===== src/rtl/imem_load_ctrl_if.sv =====
// Handshake and memory-write bundle between the file streamer/host (master)
// and the instruction-memory load controller (slave).
interface imem_load_ctrl_if #(
  parameter int unsigned AW = 5
);
  logic          Start;
  logic          Word_valid;
  logic [31:0]   Word_in;
  logic          End_file;
  logic          Word_ready;
  logic          Imem_wr;
  logic [AW-1:0] Imem_addr;
  logic [31:0]   Imem_wdata;
  logic          Cpu_rst_n;
  logic          Busy;
  logic          Done;
  logic          Overflow;
  logic [AW:0]   Word_count;

  modport master (
    output Start, Word_valid, Word_in, End_file,
    input  Word_ready, Imem_wr, Imem_addr, Imem_wdata, Cpu_rst_n, Busy, Done, Overflow,
           Word_count
  );

  modport slave (
    input  Start, Word_valid, Word_in, End_file,
    output Word_ready, Imem_wr, Imem_addr, Imem_wdata, Cpu_rst_n, Busy, Done, Overflow,
           Word_count
  );
endinterface


===== src/rtl/imem_load_ctrl.sv =====
// Streams a program into instruction memory, pads the tail with NOPs and then
// releases the processor reset after a fixed delay. All outputs are registered.
module imem_load_ctrl #(
  parameter int unsigned DEPTH   = 32,
  parameter int unsigned AW      = 5,
  parameter int unsigned REL_DLY = 4
) (
  input logic           Clk,
  input logic           Rst,
  imem_load_ctrl_if.slave bus
);

  localparam logic [31:0] Nop     = 32'h0000_0013;
  localparam logic [AW:0] DepthW  = (AW+1)'(DEPTH);
  localparam logic [7:0]  RelLast = 8'(REL_DLY - 1);

  typedef enum logic [2:0] {
    StIdle,
    StLoad,
    StPad,
    StWait,
    StRun,
    StError
  } state_e;

  state_e        state_q, state_d;
  logic [AW:0]   count_q, count_d;
  logic [AW:0]   pad_ptr_q, pad_ptr_d;
  logic [7:0]    wait_q, wait_d;
  logic          wr_q, wr_d;
  logic [AW-1:0] addr_q, addr_d;
  logic [31:0]   wdata_q, wdata_d;
  logic          ready_q, ready_d;
  logic          cpu_rst_n_q, cpu_rst_n_d;
  logic          busy_q, busy_d;
  logic          done_q, done_d;
  logic          ovf_q, ovf_d;
  logic          accept;

  always_comb begin
    state_d   = state_q;
    count_d   = count_q;
    pad_ptr_d = pad_ptr_q;
    wait_d    = wait_q;
    wr_d      = 1'b0;
    addr_d    = addr_q;
    wdata_d   = wdata_q;
    ovf_d     = ovf_q;
    accept    = bus.Word_valid & ready_q;

    unique case (state_q)
      StIdle: begin
        if (bus.Start) begin
          state_d = StLoad;
          count_d = '0;
          wait_d  = '0;
        end
      end
      StLoad: begin
        // A word offered once the memory is full is dropped, even with End_file.
        if (bus.Word_valid && (count_q == DepthW)) begin
          ovf_d   = 1'b1;
          state_d = StError;
        end else begin
          if (accept) begin
            wr_d    = 1'b1;
            addr_d  = count_q[AW-1:0];
            wdata_d = bus.Word_in;
            count_d = count_q + 1'b1;
          end
          if (bus.End_file) begin
            state_d   = StPad;
            pad_ptr_d = count_d;
          end
        end
      end
      StPad: begin
        if (pad_ptr_q < DepthW) begin
          wr_d      = 1'b1;
          addr_d    = pad_ptr_q[AW-1:0];
          wdata_d   = Nop;
          pad_ptr_d = pad_ptr_q + 1'b1;
        end
        if (pad_ptr_q >= (DepthW - 1'b1)) begin
          state_d = StWait;
          wait_d  = '0;
        end
      end
      StWait: begin
        if (wait_q == RelLast) begin
          state_d = StRun;
        end else begin
          wait_d = wait_q + 1'b1;
        end
      end
      StRun: begin
        if (bus.Start) begin
          state_d = StLoad;
          count_d = '0;
          wait_d  = '0;
        end
      end
      StError: begin
        if (bus.Start) begin
          state_d = StLoad;
          count_d = '0;
          wait_d  = '0;
          ovf_d   = 1'b0;
        end
      end
      default: state_d = StIdle;
    endcase

    // Status outputs are decoded from the next state so they line up with it.
    ready_d     = (state_d == StLoad) && (count_d < DepthW);
    busy_d      = state_d inside {StLoad, StPad, StWait};
    done_d      = (state_d == StRun);
    cpu_rst_n_d = (state_d == StRun);
  end

  always_ff @(posedge Clk or negedge Rst) begin
    if (!Rst) begin
      state_q     <= StIdle;
      count_q     <= '0;
      pad_ptr_q   <= '0;
      wait_q      <= '0;
      wr_q        <= 1'b0;
      addr_q      <= '0;
      wdata_q     <= '0;
      ready_q     <= 1'b0;
      cpu_rst_n_q <= 1'b0;
      busy_q      <= 1'b0;
      done_q      <= 1'b0;
      ovf_q       <= 1'b0;
    end else begin
      state_q     <= state_d;
      count_q     <= count_d;
      pad_ptr_q   <= pad_ptr_d;
      wait_q      <= wait_d;
      wr_q        <= wr_d;
      addr_q      <= addr_d;
      wdata_q     <= wdata_d;
      ready_q     <= ready_d;
      cpu_rst_n_q <= cpu_rst_n_d;
      busy_q      <= busy_d;
      done_q      <= done_d;
      ovf_q       <= ovf_d;
    end
  end

  assign bus.Word_ready = ready_q;
  assign bus.Imem_wr    = wr_q;
  assign bus.Imem_addr  = addr_q;
  assign bus.Imem_wdata = wdata_q;
  assign bus.Cpu_rst_n  = cpu_rst_n_q;
  assign bus.Busy       = busy_q;
  assign bus.Done       = done_q;
  assign bus.Overflow   = ovf_q;
  assign bus.Word_count = count_q;

endmodule


===== src/flat_wrapper.sv =====
// flat-port wrapper written by rule: the top's interface ports become plain ports
module imem_load_ctrl_flat 
#(
  parameter int unsigned DEPTH   = 32,
  parameter int unsigned AW      = 5,
  parameter int unsigned REL_DLY = 4
)
  (Clk, Rst, bus_Start, bus_Word_valid, bus_Word_in, bus_End_file, bus_Word_ready, bus_Imem_wr, bus_Imem_addr, bus_Imem_wdata, bus_Cpu_rst_n, bus_Busy, bus_Done, bus_Overflow, bus_Word_count);
  imem_load_ctrl_if #(.AW(AW)) bus_i ();
  input logic Clk;
  input logic Rst;
  input wire logic [$bits(bus_i.Start)-1:0] bus_Start;
  input wire logic [$bits(bus_i.Word_valid)-1:0] bus_Word_valid;
  input wire logic [$bits(bus_i.Word_in)-1:0] bus_Word_in;
  input wire logic [$bits(bus_i.End_file)-1:0] bus_End_file;
  output wire logic [$bits(bus_i.Word_ready)-1:0] bus_Word_ready;
  output wire logic [$bits(bus_i.Imem_wr)-1:0] bus_Imem_wr;
  output wire logic [$bits(bus_i.Imem_addr)-1:0] bus_Imem_addr;
  output wire logic [$bits(bus_i.Imem_wdata)-1:0] bus_Imem_wdata;
  output wire logic [$bits(bus_i.Cpu_rst_n)-1:0] bus_Cpu_rst_n;
  output wire logic [$bits(bus_i.Busy)-1:0] bus_Busy;
  output wire logic [$bits(bus_i.Done)-1:0] bus_Done;
  output wire logic [$bits(bus_i.Overflow)-1:0] bus_Overflow;
  output wire logic [$bits(bus_i.Word_count)-1:0] bus_Word_count;
  assign bus_i.Start = bus_Start;
  assign bus_i.Word_valid = bus_Word_valid;
  assign bus_i.Word_in = bus_Word_in;
  assign bus_i.End_file = bus_End_file;
  assign bus_Word_ready = bus_i.Word_ready;
  assign bus_Imem_wr = bus_i.Imem_wr;
  assign bus_Imem_addr = bus_i.Imem_addr;
  assign bus_Imem_wdata = bus_i.Imem_wdata;
  assign bus_Cpu_rst_n = bus_i.Cpu_rst_n;
  assign bus_Busy = bus_i.Busy;
  assign bus_Done = bus_i.Done;
  assign bus_Overflow = bus_i.Overflow;
  assign bus_Word_count = bus_i.Word_count;
  imem_load_ctrl #(.DEPTH(DEPTH), .AW(AW), .REL_DLY(REL_DLY)) u_core (.Clk(Clk), .Rst(Rst), .bus(bus_i));
endmodule

===== config.mk =====
export PLATFORM = sky130hd
export DESIGN_NAME = imem_load_ctrl_flat
export DESIGN_NICKNAME = d
export VERILOG_FILES = /design/src/rtl/imem_load_ctrl_if.sv /design/src/rtl/imem_load_ctrl.sv /design/src/flat_wrapper.sv
export SDC_FILE = /design/constraint.sdc
export NUM_CORES = 1
export LEC_CHECK = 0
export ABC_AREA = 1
export CORE_AREA = 2 2 75 113
export DETAILED_ROUTE_END_ITERATION = 12
export DIE_AREA = 0 0 77 115
export HOLD_SLACK_MARGIN = 0.08
export PLACE_DENSITY = 0.68
export SLEW_MARGIN = 40
export SYNTH_ARGS = -nofsm -noshare
export SYNTH_HDL_FRONTEND = slang
export SYNTH_SLANG_ARGS = --single-unit

===== constraint.sdc =====
create_clock -name Clk -period 2.5 [get_ports Clk]
set_input_delay 0.625 -clock Clk [delete_from_list [all_inputs] [get_ports Clk]]
set_output_delay 0.625 -clock Clk [all_outputs]
set_load 0.02 [all_outputs]

==> flow_summary_export.csv <==
group,metric,value,unit
critical_path,crit_slowest_cell,"clkdlybuf4s50_1",
critical_path,setup.worst_path.start,"u_core.bus.Word_count[2]$_DFFE_PN0P_",
grt,grt_pass1_wl,12800,microns
yosys,syn_nets,427,
grt,grt_usage,18.1,%
timing,setup_viol_count_final,0,
floorplanning,rows,40,
power,ir_drop,0.000596,V
grt,grt_start_max_net_pins,55,
timing,hold_violations,0,
yosys,synthesis.area,0.00311,sq mm
grt,grt_pass1_vias,2838,
floorplanning,io_pins,86,
timing,finClkSkew,5.34,ps
min_path,holdCritPathClass,"input pin to async pin",
yosys,synth_common_cells,"137 x nand2_1, 65 x dfrtp_1, 47 x o21ai_0",
timing,finalWorstPathRequiredPeriod,2090,ps
clock_tree,clockBufferDepth,2,
floorplanning,start_util,39.3,%
cells_and_area,final_area,0.00435,sq mm
clock_tree,cts_post_setup_buffers_inserted,0,
route,vias,2846,
placement,place_ws,202,ps
placement,place.gp.congestion,0.844,
grt,grt_antenna_before_repair,0,
route,drc,0,
critical_path,slowest_delay,660,ps
clock_tree,ctsHoldBuffers,0,
yosys,synth_warnings,0,
clock_tree,cts_root_buffer,"clkbuf_16",
timing,maxSlewHeadroom,59.2,%
timing,tns,0,ps
power,pwr_density_cell,1340,mW/mm^2
cells_and_area,utilization,55.0,%
floorplanning,design.core.area,0.00791,sq mm
critical_path,required,1880,ps
floorplanning,die_area,0.00886,sq mm
cells_and_area,layout.nets,516,
yosys,synth_top_area_share,52.4,%
timing,slew_viol_final,0,
clock_tree,cts_resized,0,
floorplanning,die_x,77,microns
cells_and_area,final-seq-area,0.00163,sq mm
route,viasPerCell,4.87,
critical_path,endpoint_kind,"output pin",
critical_path,reg2reg_from,"u_core.state_q[1]$_DFF_PN0_",
yosys,ys.flop_type,"dfrtp_1",
yosys,yosys_register_bits,65,
power,leakage,2.06,nW
route,wirelength,7520,microns
power,p_total,5.82,mW
timing,fin_ws,410,ps
cells_and_area,multiInputGateArea,0.00128,sq mm
yosys,yosys.area.top_type,"dfrtp_1",
clock_tree,numCtsBuffers,9,
cells_and_area,drive_gt1_share,7.31,%
clock_tree,h-tree-depth,3,
clock_tree,cts_tree,"yes",
timing,rsz0062_at_grt,"false",
yosys,syn_inst,386,
timing,worstMarginPinSlew,611,ps
route,route.antenna.remaining_nets,0,
floorplanning,die_height,115,microns
critical_path,timing.critical_path.buf_inv,1,
critical_path,crit_chain,"clkdlybuf4s50_1",
critical_path,path_delay_family,"buffers and inverters",
run,max-cap-violations,0,
timing,timing.fmax,478,MHz
cells_and_area,antennaDiodeCount,0,
placement,place_area,0.00407,sq mm
yosys,synth_area_leaders,"dfrtp_1 52%, nand2_1 17%, o21ai_0 7.6%",
run_status,status,"completed",
clock_tree,cts_sinks,65,
route,drt-pass1-iter-count,4,
critical_path,worstSetupStartpointType,"register",
yosys,syn_area_per_cell,8.05,sq um
yosys,ys_seq_area_share,52.4,%
cells_and_area,synthToLayoutAreaGrowth,40.0,%
critical_path,critPathArrivalTime,1470,ps
timing,period_share,83.6,%
placement,io_buffers,85,
critical_path,path_class,"register to output pin",
clock_tree,clkTransAtPathRegs,50,ps
placement,hpwl,5490,microns
yosys,ys_async_sr_fraction,100,%
cells_and_area,n_fill_cell,795,
grt,overflow,0,
critical_path,reg2reg_slack,430,ps
route,drtIter0Drc,107,
yosys,synth_most_common_cell,"nand2_1",
route,routedWlPerCell,12.9,microns
clock_tree,clk_latency,330,ps
yosys,synth_edf_count,0,
yosys,yosys.cell_types.count,27,
critical_path,critPathMaxFanout,7,
==> final cells by class <==
class / count / share of cell area [%]
Clock buffer: 11 / 5.35
Clock inverter: 4 / 1.04
Inverter: 35 / 3.02
Multi-Input combinational cell: 273 / 29.4
Sequential cell: 65 / 37.4
Tap cell: 105 / 3.02
Timing Repair Buffer: 91 / 20.8
==> routing by layer <==
metal / GRT usage (%) / part of all wire, %
met2: 32.1 / 51
met1: 20.2 / 41
met3: 2.98 / 4.5
met5: 0 / 0
met4: 11.2 / 3.1
==> logic make-up after synthesis <==
logic type / count (synthesis) / share of synthesized area [%]
XOR/XNOR: 7 / 1.97
buffers and inverters: 48 / 6.77
adder cells (fa/ha/maj): 4 / 1.61
AO/OA/AOI/OAI: 71 / 12.1
AND/OR/NAND/NOR: 191 / 25.1
flip-flops: 65 / 52.4
==> registers in the layout (all words and copies together) (netlist names) <==
register,flops
u_core.bus.Imem_addr,5
u_core.state_q,3
u_core.bus.Imem_wdata,32
u_core.bus.Overflow,1
u_core.bus.Imem_wr,1
u_core.bus.Cpu_rst_n,1
u_core.bus.Word_count,6
u_core.bus.Word_ready,1
u_core.bus.Busy,1
u_core.wait_q,8
u_core.pad_ptr_q,6
==> per-stage QoR <==
step / hold slack (ps) / cells
finish: 308 / 584
detailed placement: 467 / 569
global placement: 464 / 569
global route: 364 / 584
CTS: 329 / 584
floorplan: 329 / 386
==> path summary, 6_finish.rpt <==
check / to / cells past startpoint
max in group asynchronous: u_core.bus.Imem_addr[2]$_DFFE_PN0P_ / 2
worst max register to register: u_core.bus.Imem_wdata[18]$_DFFE_PN0P_ / 8
worst min register to register: u_core.bus.Imem_addr[1]$_DFFE_PN0P_ / 2
worst max-delay path: bus_Word_count[2] / 1
worst min-delay path: u_core.bus.Imem_wdata[22]$_DFFE_PN0P_ / 1
min in group Clk: u_core.bus.Imem_addr[1]$_DFFE_PN0P_ / 2
==> where the power goes <==
group | switching [mW] | internal, mW | total [mW]
Clock | 0.421 | 0.760 | 1.18
Sequential | 0.276 | 1.48 | 1.76
Combinational | 1.73 | 1.15 | 2.88
==> cells in the final DEF (no fill, tap or decap), types with 9 or more instances in the layout <==
cell             count
nand2_1            137
clkdlybuf4s50_1     84
dfrtp_1             65
o21ai_0             47
inv_1               29
nand3_1             23
nor2_1              20
o21ai_1             11
clkbuf_16            9
(Power assumes the default switching activity.)
